**src/rtl/mips_if_pkg.sv**
```systemverilog
// Shared types and defaults for the IF-stage fetch front end.
// Fetch FSM states, reset/NOP defaults and the PC increment.
package mips_if_pkg;

    typedef enum logic [1:0] {
        IDLE,
        REQ,
        DROP,
        HOLD
    } fetch_state_t;

    localparam logic [31:0] RESET_PC_DEF = 32'h0000_0000;
    localparam logic [31:0] NOP_WORD_DEF = 32'h0000_0000;
    localparam int unsigned PC_INC       = 4;

endpackage

```
**src/rtl/if_pc_adder.sv**
```systemverilog
// PC incrementer shared by adder_out and the next-pc path.
// Wraps modulo 2^DATA_W with no carry out.
module if_pc_adder
    import mips_if_pkg::*;
#(
    parameter int DATA_W = 32
) (
    input  logic [DATA_W-1:0] a,
    output logic [DATA_W-1:0] y
);

    assign y = a + DATA_W'(PC_INC);

endmodule

```
**src/rtl/instruction_fetch_unit.sv**
```systemverilog
// IF-stage front end: owns the PC, fetches over req/ack and
// holds {PC+4, instruction, hit} for the IF/ID register.
module instruction_fetch_unit
    import mips_if_pkg::*;
#(
    parameter int          DATA_W   = 32,
    parameter logic [31:0] RESET_PC = RESET_PC_DEF,
    parameter logic [31:0] NOP_WORD = NOP_WORD_DEF
) (
    input  logic              clk,
    input  logic              rstn,
    input  logic              stall_i,
    input  logic              branch_taken,
    input  logic [DATA_W-1:0] branch_target,
    output logic              imem_req,
    output logic [DATA_W-1:0] imem_addr,
    input  logic              imem_ack,
    input  logic [DATA_W-1:0] imem_rdata,
    output logic [DATA_W-1:0] adder_out,
    output logic [DATA_W-1:0] instruction_out,
    output logic              hit
);

    fetch_state_t      state;
    fetch_state_t      state_next;
    logic [DATA_W-1:0] pc;
    logic [DATA_W-1:0] req_addr;
    logic [DATA_W-1:0] req_inc;
    logic [DATA_W-1:0] target;

    assign target = branch_target & ~DATA_W'(3);

    if_pc_adder #(
        .DATA_W(DATA_W)
    ) u_adder (
        .a(req_addr),
        .y(req_inc)
    );

    // State register; reset overrides any transaction in flight.
    always_ff @(posedge clk) begin
        if (rstn) state <= IDLE;
        else      state <= state_next;
    end

    // Next-state: a redirect without ack must wait out the stale reply.
    always_comb begin
        state_next = state;
        unique case (state)
            IDLE: state_next = REQ;
            REQ: begin
                if (imem_ack && !branch_taken) state_next = HOLD;
                else if (imem_ack)             state_next = REQ;
                else if (branch_taken)         state_next = DROP;
            end
            DROP: if (imem_ack) state_next = REQ;
            HOLD: if (branch_taken || !stall_i) state_next = REQ;
            default: state_next = IDLE;
        endcase
    end

    // Memory port: request held on a stable address until ack.
    always_comb begin
        imem_req  = !rstn && (state == REQ || state == DROP);
        imem_addr = req_addr;
    end

    // PC, request address and IF/ID-facing output registers.
    always_ff @(posedge clk) begin
        if (rstn) begin
            pc              <= DATA_W'(RESET_PC);
            req_addr        <= DATA_W'(RESET_PC);
            hit             <= 1'b0;
            adder_out       <= '0;
            instruction_out <= DATA_W'(NOP_WORD);
        end else begin
            unique case (state)
                IDLE: req_addr <= pc;
                REQ: begin
                    if (imem_ack && !branch_taken) begin
                        instruction_out <= imem_rdata;
                        adder_out       <= req_inc;
                        pc              <= req_inc;
                        hit             <= 1'b1;
                    end else if (branch_taken) begin
                        pc <= target;
                        if (imem_ack) req_addr <= target;
                    end
                end
                DROP: begin
                    if (branch_taken) pc <= target;
                    if (imem_ack)
                        req_addr <= branch_taken ? target : pc;
                end
                HOLD: begin
                    if (branch_taken) begin
                        hit             <= 1'b0;
                        instruction_out <= DATA_W'(NOP_WORD);
                        pc              <= target;
                        req_addr        <= target;
                    end else if (!stall_i) begin
                        hit             <= 1'b0;
                        instruction_out <= DATA_W'(NOP_WORD);
                        req_addr        <= pc;
                    end
                end
                default: ;
            endcase
        end
    end

    // An ack with nothing outstanding is a memory-side protocol error.
    a_no_stray_ack : assert property (
        @(posedge clk) disable iff (rstn)
        !(imem_ack && (state == IDLE || state == HOLD))
    );

endmodule

```
**config.mk**
```make
export PLATFORM = sky130hd
export DESIGN_NAME = instruction_fetch_unit
export DESIGN_NICKNAME = d
export VERILOG_FILES = /design/src/rtl/mips_if_pkg.sv /design/src/rtl/if_pc_adder.sv /design/src/rtl/instruction_fetch_unit.sv
export SDC_FILE = /design/constraint.sdc
export NUM_CORES = 1
export LEC_CHECK = 0
export BUFFER_PORTS_ARGS = -buffer_cell sky130_fd_sc_hd__buf_4
export CAP_MARGIN = 20
export CORE_MARGIN = 2
export CORE_UTILIZATION = 30
export CTS_CLUSTER_SIZE = 16
export DETAILED_ROUTE_END_ITERATION = 6
export PLACE_DENSITY = 0.54
export SLEW_MARGIN = 0
export SYNTH_ARGS = -nofsm -noshare
export SYNTH_HDL_FRONTEND = slang
export SYNTH_SLANG_ARGS = --single-unit
```
**constraint.sdc**
```tcl
create_clock -name clk -period 2.56 [get_ports clk]
set_input_delay 0.256 -clock clk [delete_from_list [all_inputs] [get_ports clk]]
set_output_delay 0.256 -clock clk [all_outputs]
set_load 0.03 [all_outputs]
```
==> metrics list, run 1 <==
- DRC: 0
- Yosys attributes the largest share of cell area to sky130_fd_sc_hd__dfxtp_1 45%, sky130_fd_sc_hd__nor2_1 8.6%, sky130_fd_sc_hd__a211oi_1 7.3%.
- Post-synthesis async set-or-reset flop share: 0
* Transition at the pin with the smallest max-transition slack: 0.615 ns
- The repair_antennas step left the layout with diodes totalling 0.
* Cell types with the highest counts after synthesis: 134 x sky130_fd_sc_hd__nor2_1, 131 x sky130_fd_sc_hd__dfxtp_1, 57 x sky130_fd_sc_hd__a211oi_1, 52 x sky130_fd_sc_hd__clkbuf_1, 43 x sky130_fd_sc_hd__a21oi_1
- After clock tree synthesis, the repair step resized 0 gates.
- Effective utilization at floorplan: 0.303
- Portion of the clock cycle consumed by the worst path in the final layout: 0.853
- For this run, the number of Yosys warnings is 0.
* Via count of the first global-routing pass: 5,311
- Once detail routing completed, the nets flagged for antenna violations numbered 0.
- Final core area utilization: 0.416
- Dividing total power by cell area gives a power density of 782 nW/um2.
- Headroom to the max-slew limit came out at 0.590.
* Number of buffers inserted for hold repair after clock tree synthesis: 0
* Total number of vias: 5,551
* Die Span X: ~140 um
- Adding up every negative setup slack in the final design gives 0 ns.
- Largest net degree at the start of global routing: between 100 and 150
* Share of cells above drive strength 1: 0.284
- Cell mode on critical path: sky130_fd_sc_hd__buf_4
- After floorplanning, the core was sized to cover 19,300 um2.
- Per-cell routed wire length: 16.5 um
- Setup Viol. Count Final: 0
- Counting the buffers created by CTS gives 17.
* Cell at the root of the clock tree: sky130_fd_sc_hd__clkbuf_16
* GR Util All Layers: 0.180
* Max H-tree Level: 4
- Synth top area share: 0.448
* Number of search-and-repair iterations in the first detailed-routing pass: 7
- STA classifies the critical path endpoint as a flip-flop.
- Layout Skew: 0.0112 ns
* Switching share of power: 0.297
* Post-detailed-placement cell area: 7400 um2
* Flop and latch count out of synthesis: approximately 130
- The run finished with clean final reports.
- Based on the critical path, the design can be clocked at up to 458 MHz.
* Number of antenna violations at the first check in global routing: 0
- Of the synthesized area, sequential elements account for 0.448.
* Area of all sequential standard cells: 2620 um2
* Count of port buffers added during placement: 164
* Overflow left after global routing: 0
- The final-report max-slew violation count came to 0.
* Largest driver fanout on the critical path: 38
- The share of total power dissipated in sequential elements is 0.375.
* Setup repair after global routing missed its margin: no
- Final period demand of the worst path: 2.18 ns
* Clock latency reported for the late side of the worst-skew pair: 0.43 ns
- Post-CTS clock slew at the launch and capture registers of the worst setup and hold paths: 0.06 ns
- Combinational share of power: 0.203
- The number of buffers and inverters on the critical path is 2.
- Vert. Die Dim: approximately 140 um
* Category of the critical setup timing path: flip-flop to flip-flop
* Main synth FF type: sky130_fd_sc_hd__dfxtp_1
* Peak ir drop on the vdd network: 0.474 mV
* Req. time, crit path: 2.84 ns
- The finished cells cover 8050 um2.
- When the netlist entered floorplanning its net count stood at 758.
* Sinks on Clock Net: 131
- Global-route wire length before repair: 28.7 mm
- STA classifies the critical path startpoint as a flip-flop.
- Summing every instance area after synthesis gives 5860 um2.
* Sum of net half-perimeters after detailed placement: 12.3 mm
- Buffers inserted by post-CTS timing repair: 0
* Die Outline Area: 20,700 um2
- Multi-input gate area: 2960 um2
- Slowest library cell on the worst path: sky130_fd_sc_hd__buf_4
- In this run the power spent charging and discharging nets is 1870 uW.
- The share of total power dissipated in the clock network is 0.422.
- The cell count after synthesis came out at 684.
* RD Place Congestion: 0.749
- Each instance of the synthesized netlist takes up on average 8.57 um2.
- Count of boundary I/O pins: 167
- Cell internal power was estimated by the tool at roughly 4400 uW.
* DRC marker count from the first detailed-route iteration: 344
* Cell type with the highest aggregate area in the netlist: sky130_fd_sc_hd__dfxtp_1
* Nets: roughly 900
- From synthesis to final layout, the design area changed by 37.4%.
- Total wire length after detailed routing: about 18 mm
* Worst path max stage delay: 0.38 ns
- In this run the worst hold path is classified as input pin to flip-flop.
- Dominant cell by count in the synthesized netlist: sky130_fd_sc_hd__nor2_1
- Number of rows created at floorplan: 51
* Lkg Pwr: 0.00314 uW
- CTS tree: built
- Worst Path Arrival: 2.46 ns
- Across the run, the number of max-cap violations was 0.
- The synthesized design contains 0 enable-type register cells.
* CP delay by family, top: buffers and inverters
- The clock passes through at most 2 buffers.
* Filler cell count in the final layout: around 2,000
- The total count of hold-check failures in the final report is 0.
- Across all hold checks on the routed design, the worst slack comes to 0.126 ns.
* Ordered cell list for the critical path: ha_1 -> buf_4 -> nand3b_1 -> o21ai_4 -> buf_4 -> nor3b_1 -> a21oi_1 -> nor2_1
- Synth unique cells: between 50 and 60
* Routed via count divided by cell count: 5.01
path summary, 6_finish.rpt:
path / from / to / slack, ns / cells past startpoint
setup reg to reg: state[1] / instruction_out[5] / 0.38 / 8
hold reg to reg: adder_out[0] / adder_out[0] / 0.46 / 2
hold / removal: branch_target[7] / pc[7] / 0.13 / 3
setup / recovery: state[1] / instruction_out[5] / 0.38 / 8
layout by cell type (no fill, tap or decap), drive strengths merged, types with 3 or more instances in the layout:
cell type / instances
buf: 190
nor2: 134
dfxtp: 131
a211oi: 57
a21oi: 43
a22oi: 42
nor3b: 32
nand2: 24
clkbuf: 21
xnor2: 18
o22ai: 16
nor3: 13
nand3: 12
inv: 9
nand4: 9
nor4: 9
xor2: 8
o21ai: 8
a2111oi: 8
ha: 5
and3: 4
a2bb2oi: 4
bufinv: 4
nor2b: 3
and2: 3
nand2b: 3
clkinvlp: 3
or2: 3
sequential cells by signal (all words and copies together), names as in the netlist:
register / flops
hit: 1
pc: 32
adder_out: 32
state: 2
instruction_out: 32
imem_addr: 32
cells by family (layout without fill, tap and decap cells):
| logic type | after synthesis | after routing | synth area share |
|---|---|---|---|
| flip-flops | 131 | 131 | 0.448 |
| adder cells (fa/ha/maj) | 5 | 5 | 0.0107 |
| multiplexers | 4 | 4 | 0.00726 |
| XOR/XNOR | 26 | 26 | 0.0389 |
| buffers and inverters | 71 | 229 | 0.0502 |
| AND/OR/NAND/NOR | 258 | 258 | 0.223 |
| AO/OA/AOI/OAI | 189 | 189 | 0.222 |
area by class of cell:
type,count,share of cell area
repair buffers,190,0.182
well taps,265,0.0412
multi-input cells,482,0.368
inverters,7,0.00326
flip-flops and latches,131,0.326
clock inverters,11,0.0216
clock buffers,21,0.0584
power groups by stage:
stage / Clock, uW / Sequential (uW) / Combinational, uW
after detailed placement: 0 / 2400 / 1280
final: 2660 / 2360 / 1280
after floorplan: 0 / 2600 / 572
after global placement: 0 / 2400 / 1280
after CTS: 2710 / 2360 / 1290
after global routing: 2800 / 2390 / 1390
metal layers:
layer	up-vias	global-route usage	routed length [um]
li1	2766	-	-
met1	2576	0.232	8230
met2	191	0.280	8190
met3	18	0.0616	1570
met4	0	0.0640	317
met5	-	0	0
worst register-to-register path: cells and delay by family, from the launching register on:
family,cells,cell delay [ns]
DFF,1,0.36
buffers and inverters,2,0.75
and+or+nand+nor,3,0.39
AOI/OAI and AO/OA,2,0.29
adders and majority gates,1,0.27
metrics by stage:
| step | total power, uW | std cells | worst slack, ns |
|---|---|---|---|
| 2_1_floorplan | 3170 | 684 | 0.522 |
| 3_3_place_gp | 3680 | 1074 | 0.408 |
| 3_5_place_dp | 3690 | 1074 | 0.396 |
| 4_1_cts | 6360 | 1106 | 0.353 |
| 5_1_grt | 6580 | 1107 | 0.176 |
| 6_report | 6300 | 1107 | 0.376 |
Power figures use the tool's default switching activity.
==> run 2: changes to the inputs <==
- CELL_PAD_IN_SITES_DETAIL_PLACEMENT: unset -> 0
- CELL_PAD_IN_SITES_GLOBAL_PLACEMENT: unset -> 1
- PLACE_DENSITY: 0.54 -> 0.68
==> run 2 against run 1 <==
  * Sequential share of layout area fell by 0.14 points
  * Sequential cell count did not move
  * First-iteration DRC count fell by 30%
  * Die area did not move
  * Global-route usage fell by 0.086 points
  * Final cell count fell by 0.27%
  * Critical path type unchanged
  * Critical endpoint is now pc[28]
  * Largest power group unchanged
==> metrics list, run 2 (same netlist as run 1, synthesis figures left out) <==
* Number of failing hold endpoints at the final stage: 0 (unchanged)
* CP startpoint kind: flip-flop
- The final routed DRC violation total was 0 (unchanged).
* Class of the most critical hold timing path: input pin to flip-flop
- Via count of the first global-routing pass: 5,302 (-0.17%)
- The library cell used most frequently in the layout, excluding fill and tap cells, is sky130_fd_sc_hd__buf_4.
- Setup repair after global routing left no endpoint under its margin.
- The total placed instance area was 7420 um2 (+0.24%).
- Sinks on Clock Net: 131 (unchanged)
- The worst hold margin came to 0.140 ns (+0.0139 ns).
* Total number of vias: 5,496 (-0.99%)
- The final-report max-slew violation count is 0 (unchanged).
* Per-cell routed wire length: 16.8 um (+1.3%)
* Number of antenna violations at the first check in global routing: 0 (unchanged)
* Clock latency reported for the late side of the worst-skew pair: 0.41 ns (-0.02 ns)
- The final design utilization came to 0.418 (+0.00181).
- The area growth from synthesis to layout is 38.0%.
* Number of search-and-repair iterations in the first detailed-routing pass: 4 (-3)
* Portion of the clock cycle consumed by the worst path in the final layout: 0.860 (+0.00665)
* Count of boundary I/O pins: 167 (unchanged)
- The number of rows created at floorplan was 51 (unchanged).
- The total wirelength of the detailed-routed design came to 18.5 mm (+1.0%).
- Count of port buffers added during placement: 164 (unchanged)
- DRC marker count from the first detailed-route iteration: 240 (-30%)
* Maximum achievable frequency: 454 MHz (-0.77%)
- STA classifies the critical path endpoint as a flip-flop.
- The buffer count from post-CTS setup fixing is 0 (unchanged).
- The data required time of the worst path came to 2.89 ns (+0.05 ns).
* RD Place Congestion: 0.748 (-0.13%)
- Largest net degree at the start of global routing: 78 (-40%)
- Ant. Diodes: 0 (unchanged)
- The number of buffers between clock root and the deepest sink was 2 (unchanged).
- The static power due to leakage was 0.00315 uW (+0.38%).
- The placeable core region is 19,300 um2 (unchanged).
- TritonCTS built the clock tree.
- The hold buffer count at CTS was 0 (unchanged).
- The ratio of total power to cell area is 796 nW/um2 (+1.8%).
* Cell at the root of the clock tree: sky130_fd_sc_hd__clkbuf_16
- The data arrival time of the critical path is 2.53 ns (+0.07 ns).
- The worst setup margin is 0.359 ns (-0.0170 ns).
- The number of maximum-capacitance constraint violations came to 0 (unchanged).
- Share of cells above drive strength 1: 0.281 (-0.00256)
- Relative slew slack: 0.622 (+0.0316)
* Run status: finished clean
* Overflow left after global routing: 0 (unchanged)
- The residual antenna-violating net count after detailed routing came to 0 (unchanged).
* Layout Skew: 0.00779 ns (-0.00343 ns)
* Effective utilization at floorplan: 0.303 (unchanged)
* Dpl ws: 0.352 ns (-0.0433 ns)
* Final period demand of the worst path: 2.20 ns (+0.0170 ns)
* Setup Viol. Count Final: 0 (unchanged)
- Fin Setup TNS: 0 ns (unchanged)
* Category of the critical setup timing path: flip-flop to flip-flop
* Largest driver fanout on the critical path: 12 (-68%)
- Transition at the pin with the smallest max-transition slack: 0.566 ns (-0.0487 ns)
- Post-CTS clock slew at the launch and capture registers of the worst setup and hold paths: 0.06 ns (about the same)
- Nets: 901 (-0.22%)
* Multi-input gate area: 2960 um2 (unchanged)
- GR Util All Layers: 0.179 (-0.000863)
- Area of all sequential standard cells: 2620 um2 (unchanged)
- Routed via count divided by cell count: 4.98 (-0.72%)
- The estimated wirelength of the detail-placed design came to 12.4 mm (+0.54%).
- The area of the die is 20,700 um2 (unchanged).
- Leading cell types in the layout, fill and taps excluded: 183 x sky130_fd_sc_hd__buf_4, 134 x sky130_fd_sc_hd__nor2_1, 131 x sky130_fd_sc_hd__dfxtp_1
- The peak supply drop is 0.491 mV (+3.6%).
- The post-route standard cell area excluding fillers came to 8090 um2 (+0.44%).
- The global-route wire length before repair is 28.7 mm (unchanged).
* Filler cell count in the final layout: 1,993 (+1.4%)
* Resized Gates After CTS: 0 (unchanged)
- The total CTS buffers is 17 (unchanged).
* Vert. Die Dim: 144 um (unchanged)
- Max H-tree Level: 4 (unchanged)
- Die Span X: 144 um (unchanged)
run 2: path summary, 6_finish.rpt:
check	start	to	slack (ns)	cells past startpoint
worst max-delay path	state[0]	pc[28]	0.36	6
worst min-delay path	branch_target[9]	pc[9]	0.14	3
worst max register to register	state[0]	pc[28]	0.36	6
worst min register to register	adder_out[0]	adder_out[0]	0.46	2
run 2: layer usage:
layer  vias to the layer above  part of all wire  global-route usage
met4                         0            0.0075              0.0387
li1                       2768                 -                   -
met3                         8             0.090              0.0700
met1                      2530              0.44               0.228
met2                       190              0.46               0.288
met5                         -                 0                   0
run 2: layout make-up:
type / instances / area share
Tap cell: 265 / 0.0410
Sequential cell: 131 / 0.324
Clock buffer: 19 / 0.0548
Inverter: 7 / 0.00325
Multi-Input combinational cell: 482 / 0.366
Timing Repair Buffer: 188 / 0.182
Clock inverter: 12 / 0.0280
run 2: power breakdown:
part	leakage [uW]	internal, uW	total (uW)	switching, uW
Combinational	0.00176	505	1280	775
Sequential	0.00107	2210	2360	156
Clock	0.000320	1860	2800	941
run 2: through the flow:
step / std cells / power (uW)
2_1_floorplan: 684 / 3170
3_3_place_gp: 1073 / 3690
4_1_cts: 1104 / 6520
5_1_grt: 1104 / 6720
3_5_place_dp: 1073 / 3690
6_report: 1104 / 6440
run 2: critical path: stages (launching register included):
cell and delay [ns]:
sky130_fd_sc_hd__dfxtp_1 0.36, sky130_fd_sc_hd__inv_1 0.09, sky130_fd_sc_hd__ha_1 0.24, sky130_fd_sc_hd__nor2_1 0.28
sky130_fd_sc_hd__and2_1 0.40, sky130_fd_sc_hd__nand2_1 0.44, sky130_fd_sc_hd__o22ai_1 0.31
